`src/rtl/gemac_wb_pkg.sv`:
```
// Shared constants for the GEMAC wishbone register bank and its MDIO master.
// Latency: n/a (constants, types and one pure helper function).
// Backpressure: n/a.
package gemac_wb_pkg;

    // Wishbone byte offsets
    localparam logic [7:0] REG_MISC     = 8'h00;
    localparam logic [7:0] REG_UCAST_H  = 8'h04;
    localparam logic [7:0] REG_UCAST_L  = 8'h08;
    localparam logic [7:0] REG_MCAST_H  = 8'h0C;
    localparam logic [7:0] REG_MCAST_L  = 8'h10;
    localparam logic [7:0] REG_MDIO_CFG = 8'h14;
    localparam logic [7:0] REG_MIIADDR  = 8'h18;
    localparam logic [7:0] REG_MIIWDATA = 8'h1C;
    localparam logic [7:0] REG_MIICMD   = 8'h20;
    localparam logic [7:0] REG_MIISTAT  = 8'h24;
    localparam logic [7:0] REG_MIIRDATA = 8'h28;

    // Clause-22 frame fields
    localparam logic [1:0] MDIO_ST    = 2'b01;
    localparam logic [1:0] MDIO_OP_RD = 2'b10;
    localparam logic [1:0] MDIO_OP_WR = 2'b01;
    localparam logic [1:0] MDIO_TA_WR = 2'b10;

    // Preamble and frame lengths, in MDC periods
    localparam int MDIO_PRE_BITS      = 32;
    localparam int MDIO_FRAME_BITS    = 32;
    // On a read the master drives ST, OP, PHYAD and REGAD only
    localparam int MDIO_RD_DRIVE_BITS = 14;
    // Index of the first data bit inside the frame
    localparam int MDIO_DATA_FIRST    = 16;

    typedef enum logic [1:0] {
        MDIO_IDLE  = 2'd0,
        MDIO_PRE   = 2'd1,
        MDIO_FRAME = 2'd2,
        MDIO_DONE  = 2'd3
    } mdio_state_e;

    // 32-bit frame body, MSB sent first. The TA/data field of a read is
    // never driven, so its contents are irrelevant.
    function automatic logic [31:0] mdio_frame_word(input logic        is_rd,
                                                    input logic [4:0]  phyad,
                                                    input logic [4:0]  regad,
                                                    input logic [15:0] wdata);
        if (is_rd)
            return {MDIO_ST, MDIO_OP_RD, phyad, regad, 2'b11, 16'hFFFF};
        else
            return {MDIO_ST, MDIO_OP_WR, phyad, regad, MDIO_TA_WR, wdata};
    endfunction

endpackage

```
`src/rtl/gemac_wb_regs_if.sv`:
```
// Wishbone classic bus bundle between the control processor and the GEMAC regs.
// Latency: n/a (wires only).
// Backpressure: slave stretches cycles via wb_ack; master holds stb/cyc until ack.
// Ports: wb_stb/wb_cyc/wb_we/wb_adr/wb_dat_i from master, wb_dat_o/wb_ack from slave.
interface gemac_wb_regs_if #(parameter int ADDR_W = 8);
    logic              wb_stb;
    logic              wb_cyc;
    logic              wb_we;
    logic [ADDR_W-1:0] wb_adr;
    logic [31:0]       wb_dat_i;
    logic [31:0]       wb_dat_o;
    logic              wb_ack;

    modport master (
        output wb_stb, wb_cyc, wb_we, wb_adr, wb_dat_i,
        input  wb_dat_o, wb_ack
    );

    modport slave (
        input  wb_stb, wb_cyc, wb_we, wb_adr, wb_dat_i,
        output wb_dat_o, wb_ack
    );
endinterface

```
`src/rtl/gemac_mdio_engine.sv`:
```
// Clause-22 MDIO master: divider, IDLE/PRE/FRAME/DONE sequencer, shift regs.
// Latency: 64 MDC periods per frame (32 with nopre) + 1 wb_clk for DONE.
// Backpressure: start is only honoured in IDLE; busy stays high until DONE retires.
// Ports: start/start_rd/nopre/div/phyad/regad/wdata in, mdc/mdio_o/mdio_oe/busy/rd_data out, mdio_i in.
module gemac_mdio_engine
    import gemac_wb_pkg::*;
#(
    parameter int DIV_MIN = 2
) (
    input  logic        wb_clk,
    input  logic        reset,
    input  logic        start,
    input  logic        start_rd,
    input  logic        nopre,
    input  logic [7:0]  div,
    input  logic [4:0]  phyad,
    input  logic [4:0]  regad,
    input  logic [15:0] wdata,
    input  logic        mdio_i,
    output logic        mdc,
    output logic        mdio_o,
    output logic        mdio_oe,
    output logic        busy,
    output logic [15:0] rd_data
);

    localparam logic [7:0] DIV_FLOOR = 8'(DIV_MIN);

    mdio_state_e state;
    logic [7:0]  half_q;
    logic [7:0]  div_cnt;
    logic [7:0]  half_nxt;
    logic [4:0]  bit_cnt;
    logic [31:0] frame_q;
    logic        is_rd;
    logic [15:0] rd_sh;
    logic        tick;
    logic        last_bit;
    logic        drive_nxt;

    // The half-period is re-latched at every boundary so that divider
    // changes made mid-frame apply from the next half-period on.
    assign half_nxt = (div < DIV_FLOOR) ? DIV_FLOOR : div;
    assign tick     = ({1'b0, div_cnt} + 9'd1) >= {1'b0, half_q};

    assign last_bit = (state == MDIO_PRE) ? (bit_cnt == 5'(MDIO_PRE_BITS - 1))
                                          : (bit_cnt == 5'(MDIO_FRAME_BITS - 1));

    // Whether the bit following the current one is driven by us
    assign drive_nxt = ~is_rd | ((bit_cnt + 5'd1) < 5'(MDIO_RD_DRIVE_BITS));

    always_ff @(posedge wb_clk or negedge reset) begin
        if (!reset) begin
            state   <= MDIO_IDLE;
            half_q  <= DIV_FLOOR;
            div_cnt <= '0;
            bit_cnt <= '0;
            frame_q <= '0;
            is_rd   <= 1'b0;
            rd_sh   <= '0;
            rd_data <= '0;
            mdc     <= 1'b0;
            mdio_o  <= 1'b1;
            mdio_oe <= 1'b0;
            busy    <= 1'b0;
        end else begin
            case (state)
                MDIO_IDLE: begin
                    if (start) begin
                        // The start edge acts as the first MDC-low edge:
                        // bit 0 is presented here, first rise one half later.
                        half_q  <= half_nxt;
                        div_cnt <= '0;
                        bit_cnt <= '0;
                        mdc     <= 1'b0;
                        busy    <= 1'b1;
                        is_rd   <= start_rd;
                        frame_q <= mdio_frame_word(start_rd, phyad, regad, wdata);
                        mdio_oe <= 1'b1;
                        if (nopre) begin
                            state  <= MDIO_FRAME;
                            mdio_o <= MDIO_ST[1];
                        end else begin
                            state  <= MDIO_PRE;
                            mdio_o <= 1'b1;
                        end
                    end
                end

                MDIO_PRE, MDIO_FRAME: begin
                    if (tick) begin
                        div_cnt <= '0;
                        half_q  <= half_nxt;
                        if (!mdc) begin
                            mdc <= 1'b1;
                            if (state == MDIO_FRAME && is_rd &&
                                bit_cnt >= 5'(MDIO_DATA_FIRST))
                                rd_sh <= {rd_sh[14:0], mdio_i};
                        end else begin
                            mdc <= 1'b0;
                            if (last_bit) begin
                                bit_cnt <= '0;
                                if (state == MDIO_PRE) begin
                                    state   <= MDIO_FRAME;
                                    mdio_o  <= frame_q[31];
                                    mdio_oe <= 1'b1;
                                end else begin
                                    state   <= MDIO_DONE;
                                    mdio_o  <= 1'b1;
                                    mdio_oe <= 1'b0;
                                end
                            end else begin
                                bit_cnt <= bit_cnt + 5'd1;
                                if (state == MDIO_FRAME) begin
                                    frame_q <= {frame_q[30:0], 1'b0};
                                    mdio_o  <= drive_nxt ? frame_q[30] : 1'b1;
                                    mdio_oe <= drive_nxt;
                                end
                            end
                        end
                    end else begin
                        div_cnt <= div_cnt + 8'd1;
                    end
                end

                MDIO_DONE: begin
                    if (is_rd)
                        rd_data <= rd_sh;
                    busy  <= 1'b0;
                    state <= MDIO_IDLE;
                end

                default: state <= MDIO_IDLE;
            endcase
        end
    end

endmodule

```
`src/rtl/gemac_wb_regs.sv`:
```
// Wishbone slave register bank for the simple GEMAC plus MDIO management master.
// Latency: 1 wb_clk to wb_ack; writes land on the ack edge; read data valid with ack.
// Backpressure: none on wishbone; MIICMD writes while the MDIO engine is busy are dropped.
// Ports: wb (slave modport), misc_settings/ucast_addr/mcast_addr to the MAC, mdc/mdio_* to the PHY pad.
module gemac_wb_regs
    import gemac_wb_pkg::*;
#(
    parameter int ADDR_W       = 8,
    parameter int MDIO_DIV_MIN = 2
) (
    input  logic           wb_clk,
    input  logic           reset,
    gemac_wb_regs_if.slave wb,
    output logic [6:0]     misc_settings,
    output logic [47:0]    ucast_addr,
    output logic [47:0]    mcast_addr,
    output logic           mdc,
    output logic           mdio_o,
    output logic           mdio_oe,
    input  logic           mdio_i
);

    logic [6:0]        misc_q;
    logic [15:0]       ucast_h_q;
    logic [31:0]       ucast_l_q;
    logic [15:0]       mcast_h_q;
    logic [31:0]       mcast_l_q;
    logic [7:0]        div_q;
    logic              nopre_q;
    logic [4:0]        phyad_q;
    logic [4:0]        regad_q;
    logic [15:0]       wdata_q;

    logic [ADDR_W-1:0] adr_b;
    logic              acc;
    logic              wr;
    logic [31:0]       rd_mux;
    logic              mdio_start;
    logic              mdio_busy;
    logic [15:0]       mdio_rdata;

    // Word-aligned byte address; the low two bits are don't-care.
    assign adr_b = wb.wb_adr & ~ADDR_W'(3);

    // One ack per sampled strobe, never two in a row.
    assign acc = wb.wb_stb & wb.wb_cyc & ~wb.wb_ack;
    assign wr  = acc & wb.wb_we;

    assign mdio_start = wr & (adr_b == ADDR_W'(REG_MIICMD)) &
                        (wb.wb_dat_i[0] | wb.wb_dat_i[1]) & ~mdio_busy;

    always_comb begin
        rd_mux = '0;
        case (adr_b)
            ADDR_W'(REG_MISC):     rd_mux = {25'd0, misc_q};
            ADDR_W'(REG_UCAST_H):  rd_mux = {16'd0, ucast_h_q};
            ADDR_W'(REG_UCAST_L):  rd_mux = ucast_l_q;
            ADDR_W'(REG_MCAST_H):  rd_mux = {16'd0, mcast_h_q};
            ADDR_W'(REG_MCAST_L):  rd_mux = mcast_l_q;
            ADDR_W'(REG_MDIO_CFG): rd_mux = {23'd0, nopre_q, div_q};
            ADDR_W'(REG_MIIADDR):  rd_mux = {19'd0, regad_q, 3'd0, phyad_q};
            ADDR_W'(REG_MIIWDATA): rd_mux = {16'd0, wdata_q};
            ADDR_W'(REG_MIISTAT):  rd_mux = {31'd0, mdio_busy};
            ADDR_W'(REG_MIIRDATA): rd_mux = {16'd0, mdio_rdata};
            default:               rd_mux = '0;
        endcase
    end

    always_ff @(posedge wb_clk or negedge reset) begin
        if (!reset) begin
            wb.wb_ack   <= 1'b0;
            wb.wb_dat_o <= '0;
        end else begin
            wb.wb_ack   <= acc;
            wb.wb_dat_o <= (acc & ~wb.wb_we) ? rd_mux : 32'd0;
        end
    end

    always_ff @(posedge wb_clk or negedge reset) begin
        if (!reset) begin
            misc_q    <= '0;
            ucast_h_q <= '0;
            ucast_l_q <= '0;
            mcast_h_q <= '0;
            mcast_l_q <= '0;
            div_q     <= '0;
            nopre_q   <= 1'b0;
            phyad_q   <= '0;
            regad_q   <= '0;
            wdata_q   <= '0;
        end else if (wr) begin
            case (adr_b)
                ADDR_W'(REG_MISC):     misc_q    <= wb.wb_dat_i[6:0];
                ADDR_W'(REG_UCAST_H):  ucast_h_q <= wb.wb_dat_i[15:0];
                ADDR_W'(REG_UCAST_L):  ucast_l_q <= wb.wb_dat_i;
                ADDR_W'(REG_MCAST_H):  mcast_h_q <= wb.wb_dat_i[15:0];
                ADDR_W'(REG_MCAST_L):  mcast_l_q <= wb.wb_dat_i;
                ADDR_W'(REG_MDIO_CFG): begin
                    div_q   <= wb.wb_dat_i[7:0];
                    nopre_q <= wb.wb_dat_i[8];
                end
                ADDR_W'(REG_MIIADDR): begin
                    phyad_q <= wb.wb_dat_i[4:0];
                    regad_q <= wb.wb_dat_i[12:8];
                end
                ADDR_W'(REG_MIIWDATA): wdata_q   <= wb.wb_dat_i[15:0];
                default: ;
            endcase
        end
    end

    assign misc_settings = misc_q;
    assign ucast_addr    = {ucast_h_q, ucast_l_q};
    assign mcast_addr    = {mcast_h_q, mcast_l_q};

    gemac_mdio_engine #(
        .DIV_MIN (MDIO_DIV_MIN)
    ) u_mdio (
        .wb_clk   (wb_clk),
        .reset    (reset),
        .start    (mdio_start),
        .start_rd (wb.wb_dat_i[0]),   // read wins when both command bits are set
        .nopre    (nopre_q),
        .div      (div_q),
        .phyad    (phyad_q),
        .regad    (regad_q),
        .wdata    (wdata_q),
        .mdio_i   (mdio_i),
        .mdc      (mdc),
        .mdio_o   (mdio_o),
        .mdio_oe  (mdio_oe),
        .busy     (mdio_busy),
        .rd_data  (mdio_rdata)
    );

endmodule

```
`src/flat_wrapper.sv`:
```
// flat-port wrapper written by rule: the top's interface ports become plain ports
module gemac_wb_regs_flat import gemac_wb_pkg::*;
#(
    parameter int ADDR_W       = 8,
    parameter int MDIO_DIV_MIN = 2
)
  (wb_clk, reset, misc_settings, ucast_addr, mcast_addr, mdc, mdio_o, mdio_oe, mdio_i, wb_wb_stb, wb_wb_cyc, wb_wb_we, wb_wb_adr, wb_wb_dat_i, wb_wb_dat_o, wb_wb_ack);
  gemac_wb_regs_if #(.ADDR_W(ADDR_W)) wb_i ();
  input  logic wb_clk;
  input  logic reset;
  output logic [6:0] misc_settings;
  output logic [47:0] ucast_addr;
  output logic [47:0] mcast_addr;
  output logic mdc;
  output logic mdio_o;
  output logic mdio_oe;
  input  logic mdio_i;
  input wire logic [$bits(wb_i.wb_stb)-1:0] wb_wb_stb;
  input wire logic [$bits(wb_i.wb_cyc)-1:0] wb_wb_cyc;
  input wire logic [$bits(wb_i.wb_we)-1:0] wb_wb_we;
  input wire logic [$bits(wb_i.wb_adr)-1:0] wb_wb_adr;
  input wire logic [$bits(wb_i.wb_dat_i)-1:0] wb_wb_dat_i;
  output wire logic [$bits(wb_i.wb_dat_o)-1:0] wb_wb_dat_o;
  output wire logic [$bits(wb_i.wb_ack)-1:0] wb_wb_ack;
  assign wb_i.wb_stb = wb_wb_stb;
  assign wb_i.wb_cyc = wb_wb_cyc;
  assign wb_i.wb_we = wb_wb_we;
  assign wb_i.wb_adr = wb_wb_adr;
  assign wb_i.wb_dat_i = wb_wb_dat_i;
  assign wb_wb_dat_o = wb_i.wb_dat_o;
  assign wb_wb_ack = wb_i.wb_ack;
  gemac_wb_regs #(.ADDR_W(ADDR_W), .MDIO_DIV_MIN(MDIO_DIV_MIN)) u_core (.wb_clk(wb_clk), .reset(reset), .wb(wb_i), .misc_settings(misc_settings), .ucast_addr(ucast_addr), .mcast_addr(mcast_addr), .mdc(mdc), .mdio_o(mdio_o), .mdio_oe(mdio_oe), .mdio_i(mdio_i));
endmodule
```
`config.mk`:
```
export PLATFORM = sky130hd
export DESIGN_NAME = gemac_wb_regs_flat
export DESIGN_NICKNAME = d
export VERILOG_FILES = /design/src/rtl/gemac_wb_pkg.sv /design/src/rtl/gemac_wb_regs_if.sv /design/src/rtl/gemac_mdio_engine.sv /design/src/rtl/gemac_wb_regs.sv /design/src/flat_wrapper.sv
export SDC_FILE = /design/constraint.sdc
export NUM_CORES = 1
export LEC_CHECK = 0
export BUFFER_PORTS_ARGS = -buffer_cell sky130_fd_sc_hd__buf_2
export CORE_MARGIN = 2
export CORE_UTILIZATION = 50
export CTS_CLUSTER_DIAMETER = 200
export DETAILED_ROUTE_END_ITERATION = 12
export GPL_ROUTABILITY_DRIVEN = 1
export PLACE_DENSITY = 0.72
export SLEW_MARGIN = 20
export SYNTH_ARGS = -nofsm -noshare
export SYNTH_HDL_FRONTEND = slang
export SYNTH_SLANG_ARGS = --single-unit
```
`constraint.sdc`:
```
create_clock -name wb_clk -period 6.4 [get_ports wb_clk]
set_clock_uncertainty 0.1 [all_clocks]
set_input_delay 0.32 -clock wb_clk [delete_from_list [all_inputs] [get_ports wb_clk]]
set_output_delay 0.32 -clock wb_clk [all_outputs]
set_load 0.1 [all_outputs]
```
==> results of run 1 <==
power groups by stage:
stage / Clock [W] / Combinational, W / Sequential (W)
5_1_grt: 0.00167 / 0.000420 / 0.00173
3_5_place_dp: 0 / 0.000388 / 0.00176
2_1_floorplan: 0 / 0.0000732 / 0.00195
6_report: 0.00157 / 0.000400 / 0.00173
3_3_place_gp: 0 / 0.000385 / 0.00176
4_1_cts: 0.00160 / 0.000401 / 0.00173
kinds of logic (layout without fill, tap and decap cells):
| logic type | after synthesis | count (layout) |
|---|---|---|
| AO/OA/AOI/OAI | 146 | 146 |
| XOR/XNOR | 7 | 7 |
| adder cells (fa/ha/maj) | 16 | 16 |
| buffers and inverters | 65 | 287 |
| flip-flops | 263 | 263 |
| multiplexers | 245 | 245 |
| other | 0 | 1 |
| AND/OR/NAND/NOR | 177 | 177 |
what timing repair did:
item / CTS / global route
endpoints found under the hold margin: 166 / 0
buffers inserted: 0 / 0
hold buffers: 25 / 0
how the worst max path moves through the flow:
stage,start,to,slack [ns],cells past startpoint
2_1_floorplan,u_core.u_mdio.div_cnt[0]$_DFFE_PN0P_,u_core.u_mdio.rd_sh[10]$_DFFE_PN0P_,3.08,13
3_3_place_gp,u_core.u_mdio.div_cnt[0]$_DFFE_PN0P_,u_core.u_mdio.frame_q[7]$_DFFE_PN0P_,2.68,10
3_5_place_dp,u_core.u_mdio.div_cnt[0]$_DFFE_PN0P_,u_core.u_mdio.frame_q[16]$_DFFE_PN0P_,2.62,10
4_1_cts,u_core.u_mdio.div_cnt[0]$_DFFE_PN0P_,u_core.u_mdio.frame_q[16]$_DFFE_PN0P_,2.59,10
5_1_grt,u_core.u_mdio.div_cnt[0]$_DFFE_PN0P_,u_core.u_mdio.div_cnt[0]$_DFFE_PN0P_,2.55,10
6_report,u_core.u_mdio.div_cnt[0]$_DFFE_PN0P_,u_core.u_mdio.frame_q[30]$_DFFE_PN0P_,2.81,11
flip-flops by register name, summed over array words and instances (netlist names), 7 cells and up:
signal / count
u_core.mcast_h_q: 16
u_core.u_mdio.half_q: 8
u_core.u_mdio.rd_sh: 16
u_core.u_mdio.div_cnt: 8
u_core.ucast_h_q: 16
u_core.ucast_l_q: 32
u_core.wb.wb_dat_o: 32
u_core.u_mdio.rd_data: 16
u_core.misc_settings: 7
u_core.u_mdio.frame_q: 32
u_core.mcast_l_q: 32
u_core.div_q: 8
u_core.wdata_q: 16
layout by cell type (no fill, tap or decap), drive strengths merged, types with 3 or more instances in the layout:
master | netlist | routed
nand2b | 6 | 6
inv | 16 | 16
mux2i | 17 | 17
nand2 | 54 | 54
clkinv | 1 | 10
mux4 | 4 | 4
nor4 | 3 | 3
xor2 | 3 | 3
nand4 | 3 | 3
ha | 16 | 16
dlygate4sd3 | 0 | 25
a222oi | 8 | 8
nand3 | 17 | 17
a21oi | 20 | 20
nor2b | 6 | 6
and2 | 4 | 4
a22o | 9 | 9
mux2 | 224 | 224
buf | 20 | 196
a31oi | 8 | 8
dfrtp | 261 | 261
a22oi | 32 | 32
and3 | 7 | 7
xnor2 | 4 | 4
clkbuf | 28 | 38
o21ai | 40 | 40
nor3 | 16 | 16
nor2 | 56 | 56
layer usage:
layer	wire length (um)	share of wire, %	GRT usage [%]	vias to the layer above
li1	-	-	-	3764
met1	13100	44	33.5	4291
met2	13900	47	37.1	272
met3	1800	6.1	4.82	55
met4	748	2.5	7.10	2
met5	15	0.051	0	-
cell type report:
type                    instances  area (um^2)  area share, %
clock inverters                11         82.6          0.583
well taps                     319          399           2.82
flip-flops and latches        263         6580           46.4
diodes                          1         2.50         0.0177
clock buffers                  38          810           5.71
inverters                      17         63.8          0.450
repair buffers                221         1300           9.17
multi-input cells             591         4930           34.8
stage by stage:
stage               worst slack, ns  power [W]  instance area (um^2)  util, %  instances
finish                         2.81    0.00371                 14200     60.9       1461
global route                   2.55    0.00383                 14200     60.9       1461
CTS                            2.59    0.00373                 14100     60.8       1459
detailed placement             2.62    0.00215                 13000     55.9       1385
global placement               2.68    0.00214                 13000     55.8       1385
floorplan                      3.08    0.00203                 11700        -        919
worst max-delay path, cell delays in order (launching register included):
cell,delay (ns)
dfrtp_1,0.42
ha_1,0.25
and3_1,0.28
nand3_1,0.16
xnor2_1,0.16
ha_1,0.29
and3_1,0.17
o2111ai_1,0.18
o211a_1,0.39
o21ai_4,0.46
buf_16,0.23
mux2_2,0.35
==> flow_summary.ini, run 1 <==
[die]
die_w_um = 157
start_util_pct = 50.5
core_area_um2 = 23300
fp-row-count = 56
die_h_um = 157
die-area_um2 = 24700
io_pins = 185

[drt]
vias_per_cell = 5.74
vias = 8384
routedWlPerCell_um = 20.3
antenna_left = 0
drcViolationCount = 0
first_iter_violations = 530
firstDrtPassIters = 6
postRouteWirelength_mm = 29.6

[sta]
hold_violations = 0
fin_crit_sh_pct = 56.1
timing.setup.tns_ns = 0
fmax_ghz = 0.279
drv_slew = 0
rsz0062_at_grt = no
hold-worst-slack_ns = 0.0512
maxSlewHeadroom_pct = 26.7
tightestPinTransition_ns = 1.10
fin_crit_ns = 3.59
finalSetupViolCount = 0

[pwr]
p_leak_nw = 7.24
clockPowerShare_pct = 42.5
combPwrFrac_pct = 10.8
swShare_pct = 27.0
intPower_w = 0.00270
switchingPower_w = 0.00100
seqPwrFrac_pct = 46.7
vdd_drop_max_uv = 190
power.density_nw_per_um2 = 261

[finish]
layout.nets = 1184
fill_cells = 1858
drive_above_1_share_pct = 42.0
areaGrowthSynthToFinish_pct = 20.6

[worst_setup_path]
criticalPathCategory = reg2reg
r2r-start = u_core.u_mdio.div_cnt[0]$_DFFE_PN0P_
reg2reg_depth = 11
start_kind = flip-flop
endpoint_kind = flip-flop
timing.rr.end = u_core.u_mdio.frame_q[30]$_DFFE_PN0P_
rrSetupSlack_ns = 2.81
crit_required_ns = 6.71
cp_max_fo = 23
cp.arrival_ns = 3.90

[logic_synthesis]
ys.flop_type = dfrtp_1
syn-instance-count = 919
synth_simple_gate_area_share_pct = 6.92
seq_area_frac_synth_pct = 56.0
synth_edf_count = 0
syn_area_per_cell_um2 = 12.8
synth_adder_area_share_pct = 1.70
syn_nets = 981
synth_cell_type_count = 61
muxShareOfSynthArea_pct = 23.7
synth_common_cells = 261 x dfrtp_1, 216 x mux2_2, 56 x nor2_1
yosysMostFrequentCell = dfrtp_1
synth_xor_area_share_pct = 0.522
yosys.area.top_type = dfrtp_1
ys_async_sr_fraction_pct = 100
synthesis.area_um2 = 11700
ys_seq_elements = 263
synth_top_family_by_area = multiplexers
synth_top_area_share_pct = 55.6
synth-compound-area-share_pct = 8.79
synthTopCellsByArea = dfrtp_1 56%, mux2_2 21%, a22oi_1 2.0%
yosys_warnings = 0

[clock_tree]
cts_resized = 0
clkTransAtPathRegs_ns = 0.06
cts_tree = built
cts_sinks = 263
root_buffer = clkbuf_16
htree_levels = 1
insertion_delay_ns = 0.54
cts_made_buffers = 28
clock_tree.buffer_depth = 3

[global_routing]
grt_max_degree = 108
grt_pass1_vias = 8255
overflow = 0
grt_pass1_wl_mm = 45.9
grt_use_total_pct = 23.7
antenna_found_initial = 2

[place]
hpwl_mm = 19.6
finalWeightedCongestion = 0.828
port_buffers = 182

[min_path]
min_path_cells = 2
min_from = wb_wb_dat_i[7]
hp-class = in2reg
worstHoldEndpoint = u_core.wdata_q[7]$_DFFE_PN0P_

[run_status]
status = completed

[run]
cap_violations = 0
(Power assumes the default switching activity.)
==> run 2, diff against run 1 <==
- clock period: 6.4 -> 3.51 ns (I/O delays scaled with it)
==> run 2 against run 1 <==
  * Sequential power rose by 83%
  * Die area did not move
  * Final area rose by 2.7%
  * Via count rose by 1.9%
  * Worst hold slack improved by 0.030 ns
  * Setup slack got worse by 2.5 ns
  * Wire length rose by 3.7%
==> flow_summary.ini, run 2 (same netlist as run 1, synthesis figures left out) <==
[place]
port_buffers = 182
dp_cells = 1409
finalWeightedCongestion = 0.843
hpwl_mm = 20.4
dp_slack_ns = 0.0370

[drt]
vias = 8544
firstDrtPassIters = 7
vias_per_cell = 5.72
first_iter_violations = 630
postRouteWirelength_mm = 30.7
routedWlPerCell_um = 20.6
drcViolationCount = 0
antenna_left = 0

[sta]
hold_violations = 0
maxSlewHeadroom_pct = 35.9
finalSetupViolCount = 0
fin_ws_ns = 0.279
rsz0062_at_grt = no
drv_slew = 0
timing.setup.tns_ns = 0
tightestPinTransition_ns = 0.956
fmax_ghz = 0.309
fin_crit_ns = 3.23
fin_crit_sh_pct = 92.1

[pwr]
p_total_w = 0.00705
combPwrFrac_pct = 10.6
switchingPower_w = 0.00188
swShare_pct = 26.6
power.density_nw_per_um2 = 484
intPower_w = 0.00518
clockPowerShare_pct = 44.7
vdd_drop_max_uv = 385
p_leak_nw = 7.45
seqPwrFrac_pct = 44.8

[worst_setup_path]
cp_max_fo = 16
start_kind = flip-flop
r2r-start = u_core.u_mdio.div_cnt[1]$_DFFE_PN0P_
rrSetupSlack_ns = 0.28
cp_common_cell = buf_4
endpoint_kind = flip-flop
crit_slowest_cell = dfrtp_1
cp_slowest_stage_delay_ns = 0.40
crit_required_ns = 3.85
cp.arrival_ns = 3.58
crit_chain = ha_1 > and3_1 > buf_4 > xor2_1 > ha_1 > a21o_1 > a221oi_2 > o211a_2 > buf_4 > nor2_1 > buf_4 > mux2_2
timing.rr.end = u_core.u_mdio.rd_sh[14]$_DFFE_PN0P_
reg2reg_depth = 12
criticalPathCategory = reg2reg

[global_routing]
antenna_found_initial = 1
grt_pass1_wl_mm = 47.4
overflow = 0
grt_max_degree = 95
grt_use_total_pct = 24.5
grt_pass1_vias = 8630

[finish]
final_common_cell = dfrtp_1
layout.nets = 1216
layout.cells.non_filler = 1495
areaGrowthSynthToFinish_pct = 24.0
mostFrequentLayoutCells = 261 x dfrtp_1, 216 x mux2_2, 181 x buf_2
drive_above_1_share_pct = 43.3

[clock_tree]
htree_levels = 1
cts_made_buffers = 28
cts_sinks = 263
postCtsSetupBuffers = 0
insertion_delay_ns = 0.57
clock_tree.buffer_depth = 3
clkTransAtPathRegs_ns = 0.06
root_buffer = clkbuf_16
cts_tree = built

[min_path]
min_from = wb_wb_adr[6]
hp-class = in2reg
worstHoldEndpoint = u_core.wb.wb_dat_o[5]$_DFF_PN0_
min_path_cells = 4

[die]
die-area_um2 = 24700
start_util_pct = 50.5
die_h_um = 157
io_pins = 185
die_w_um = 157
core_area_um2 = 23300
fp-row-count = 56

[run]
cap_violations = 0

[run_status]
status = completed
[run 2: cell count changes in the layout (fill, tap and decap cells not counted), moves of 2 or more]
| cell | before | now |
|---|---|---|
| buf_4 | 12 | 35 |
| dlygate4sd3_1 | 25 | 33 |
| bufinv_16 | 1 | 4 |
| clkinv_2 | 9 | 6 |
| buf_12 | 0 | 2 |
| clkbuf_1 | 4 | 2 |
| clkbuf_8 | 5 | 7 |
| clkinv_4 | 0 | 2 |
[run 2: worst max-delay path by stage]
stage                                               from                                    end  slack (ns)
floorplan           u_core.u_mdio.div_cnt[0]$_DFFE_PN0P_    u_core.u_mdio.rd_sh[10]$_DFFE_PN0P_        0.19
global placement    u_core.u_mdio.div_cnt[1]$_DFFE_PN0P_  u_core.u_mdio.frame_q[12]$_DFFE_PN0P_        0.10
detailed placement  u_core.u_mdio.div_cnt[1]$_DFFE_PN0P_  u_core.u_mdio.frame_q[12]$_DFFE_PN0P_        0.04
CTS                 u_core.u_mdio.div_cnt[1]$_DFFE_PN0P_   u_core.u_mdio.frame_q[8]$_DFFE_PN0P_       0.002
global route        u_core.u_mdio.div_cnt[1]$_DFFE_PN0P_   u_core.u_mdio.frame_q[0]$_DFFE_PN0P_        0.08
finish              u_core.u_mdio.div_cnt[1]$_DFFE_PN0P_    u_core.u_mdio.rd_sh[14]$_DFFE_PN0P_        0.28
[run 2: critical path, delay by kind of cell (launching register included)]
family	cells	cell delay, ns
buffers and inverters	3	0.55
XOR/XNOR	1	0.14
multiplexers	1	0.30
AO/OA/AOI/OAI	3	0.84
adder cells (fa/ha/maj)	2	0.52
AND/OR/NAND/NOR	2	0.28
flip-flops	1	0.40
[run 2: layout make-up]
type,instances,area (um^2)
clock buffers,37,805
clock inverters,14,205
well taps,319,399
diodes,1,2.50
multi-input cells,592,4950
repair buffers,252,1550
flip-flops and latches,263,6580
fillers,1793,8700
inverters,17,63.8
[run 2: power by group through the flow]
stage	logic [W]	registers [W]	clock network [W]
after floorplan	0.000133	0.00356	0
after detailed placement	0.000716	0.00321	0
after CTS	0.000746	0.00316	0.00320
after global routing	0.000782	0.00316	0.00334
final	0.000745	0.00316	0.00315
after global placement	0.000710	0.00321	0
[run 2: per-stage QoR]
step / instance area [um^2] / hold slack (ns) / utilization (%)
after floorplan: 11700 / -0.220 / -
after global placement: 13200 / 0.165 / 56.7
after detailed placement: 13200 / 0.162 / 56.7
after CTS: 14500 / 0.0565 / 62.5
after global routing: 14600 / 0.0836 / 62.6
final: 14600 / 0.0815 / 62.6
[run 2: metal layers]
metal	track usage (%)	vias up	share of wire, %
met5	0	-	0
met4	6.28	0	2.3
met2	39.7	266	47
met3	5.48	53	6.7
li1	-	3831	-
met1	33.6	4394	44
[run 2: timing repair]
action	4_1_cts	5_1_grt
hold buffers	33	0
hold endpoints to repair	221	0
resized for setup	0	4
setup endpoints to repair	0	32
==> run 3, diff against run 2 <==
- ABC_CLOCK_PERIOD_IN_PS: not set -> 3350
- clock period: 3.51 -> 3.35 ns (I/O delays scaled with it)
==> run 3 against run 2 <==
  * Sequential share of layout area about the same
  * Utilization about the same
  * Fmax increased by 0.46%
  * First-iteration DRC count increased by 17%
  * Critical endpoint is now u_core.u_mdio.half_q[0]$_DFFE_PN0P_
  * Largest cell class unchanged
  * Via count decreased by 0.40%
  * Power increased by 5.5%
  * Clock power increased by 6.3%
  * Clock-buffer cell count increased by 3
  * Critical path depth decreased by 2
  * Worst hold slack improved by 0.0024 ns
  * Wire length decreased by 0.94%
  * Combinational power increased by 4.6%
==> flow_summary.ini, run 3 (same netlist as run 1, synthesis figures left out) <==
[die]
core_area_um2 = 23300
die_h_um = 157
io_pins = 185
start_util_pct = 50.5
fp-row-count = 56
die-area_um2 = 24700
die_w_um = 157

[worst_setup_path]
timing.rr.end = u_core.u_mdio.half_q[0]$_DFFE_PN0P_
start_kind = flip-flop
crit_required_ns = 3.67
criticalPathCategory = reg2reg
endpoint_kind = flip-flop
cp.arrival_ns = 3.54
cp_max_fo = 10
rrSetupSlack_ns = 0.13
r2r-start = u_core.u_mdio.div_cnt[0]$_DFFE_PN0P_
reg2reg_depth = 10

[pwr]
p_leak_nw = 7.43
power.density_nw_per_um2 = 511
vdd_drop_max_uv = 437

[run]
cap_violations = 0

[sta]
maxSlewHeadroom_pct = 40.0
finalSetupViolCount = 0
fin_crit_ns = 3.22
fmax_ghz = 0.311
tightestPinTransition_ns = 0.898
fin_ws_ns = 0.134
drv_slew = 0
fin_crit_sh_pct = 96.0
hold_violations = 0

[place]
port_buffers = 182
finalWeightedCongestion = 0.817
dp_cells = 1403
hpwl_mm = 20.4
dp_slack_ns = 0.0456

[drt]
antenna_left = 0
first_iter_violations = 738
routedWlPerCell_um = 20.4
postRouteWirelength_mm = 30.5
drcViolationCount = 0
vias = 8510
vias_per_cell = 5.70
firstDrtPassIters = 5

[finish]
post-route-util_pct = 62.7
drive_above_1_share_pct = 42.7
layout.cells.non_filler = 1492
layout.nets = 1212
areaGrowthSynthToFinish_pct = 24.0
final_common_cell = dfrtp_1
fill_cells = 1865
mostFrequentLayoutCells = 261 x dfrtp_1, 216 x mux2_2, 181 x buf_2

[min_path]
min_from = wb_wb_adr[6]
worstHoldEndpoint = u_core.wb.wb_dat_o[0]$_DFF_PN0_
hp-class = in2reg
min_path_cells = 4

[global_routing]
grt_use_total_pct = 24.4
grt_max_degree = 87
grt_pass1_vias = 8540
overflow = 0
grt_pass1_wl_mm = 47.1
antenna_found_initial = 2

[clock_tree]
clock_tree.buffer_depth = 3
clkTransAtPathRegs_ns = 0.06
cts_tree = built
insertion_delay_ns = 0.54
htree_levels = 1
cts_sinks = 263
cts_made_buffers = 28
root_buffer = clkbuf_16

[run_status]
status = completed
==> run 3: cell types whose count changed in the layout (fill, tap and decap cells not counted), moves of 2 or more <==
cell       previous run  this run
buf_12                2         4
buf_4                35        28
bufinv_16             4         6
clkbuf_1              2         9
clkbuf_16            28        30
clkbuf_8              7         2
clkinv_2              6         3
==> run 3: worst max-delay path by stage <==
stage	from	to	cells after the start
final	u_core.u_mdio.div_cnt[0]$_DFFE_PN0P_	u_core.u_mdio.half_q[0]$_DFFE_PN0P_	10
after global routing	u_core.u_mdio.div_cnt[0]$_DFFE_PN0P_	u_core.u_mdio.frame_q[29]$_DFFE_PN0P_	11
after CTS	u_core.u_mdio.div_cnt[0]$_DFFE_PN0P_	u_core.u_mdio.frame_q[29]$_DFFE_PN0P_	11
after detailed placement	u_core.u_mdio.div_cnt[0]$_DFFE_PN0P_	u_core.u_mdio.div_cnt[0]$_DFFE_PN0P_	12
after global placement	u_core.u_mdio.div_cnt[0]$_DFFE_PN0P_	u_core.u_mdio.div_cnt[0]$_DFFE_PN0P_	12
after floorplan	u_core.u_mdio.div_cnt[0]$_DFFE_PN0P_	u_core.u_mdio.rd_sh[10]$_DFFE_PN0P_	13
==> run 3: what timing repair did <==
item | 4_1_cts | 5_1_grt
endpoints found under the hold margin | 214 | 0
hold buffers | 33 | 0
buffers inserted | 0 | 1
resized for setup | 0 | 6
endpoints found under the setup margin | 0 | 65
==> run 3: layer usage <==
metal,vias up,wire length (um),global-route usage (%)
li1,3812,-,-
met1,4360,12900,33.6
met2,281,14600,39.4
met3,57,2110,5.26
met4,0,823,6.58
met5,-,0,0
==> run 3: report_power, final <==
part	total (W)	switching, W	internal [W]
Clock	0.00335	0.00126	0.00210
Combinational	0.000779	0.000604	0.000175
Sequential	0.00331	0.0000613	0.00325
==> run 3: per-stage QoR <==
step / cell area [um^2] / hold slack (ns) / TNS (ns) / total power [W]
floorplan: 11700 / -0.228 / 0 / 0.00387
global placement: 13200 / 0.109 / 0 / 0.00410
detailed placement: 13200 / 0.108 / 0 / 0.00411
CTS: 14500 / 0.0465 / 0 / 0.00749
global route: 14600 / 0.0843 / -0.0760 / 0.00765
finish: 14600 / 0.0839 / 0 / 0.00744
==> run 3: final cells by class <==
class / count / area [um^2] / area share, %
Sequential cell: 263 / 6580 / 45.2
Multi-Input combinational cell: 591 / 4940 / 33.9
Timing Repair Buffer: 249 / 1580 / 10.8
Clock buffer: 40 / 787 / 5.40
Tap cell: 319 / 399 / 2.74
Clock inverter: 11 / 215 / 1.48
Inverter: 17 / 63.8 / 0.438
Antenna cell: 2 / 5.00 / 0.0343
==> run 3: worst max-delay path: stages, from the launching register on <==
cell,delay (ns)
dfrtp_1,0.42
ha_2,0.24
and3_2,0.24
nand3_1,0.14
xnor2_1,0.17
ha_1,0.30
and3_1,0.18
o2111ai_1,0.18
o211a_4,0.32
a21oi_2,0.42
mux2_2,0.39
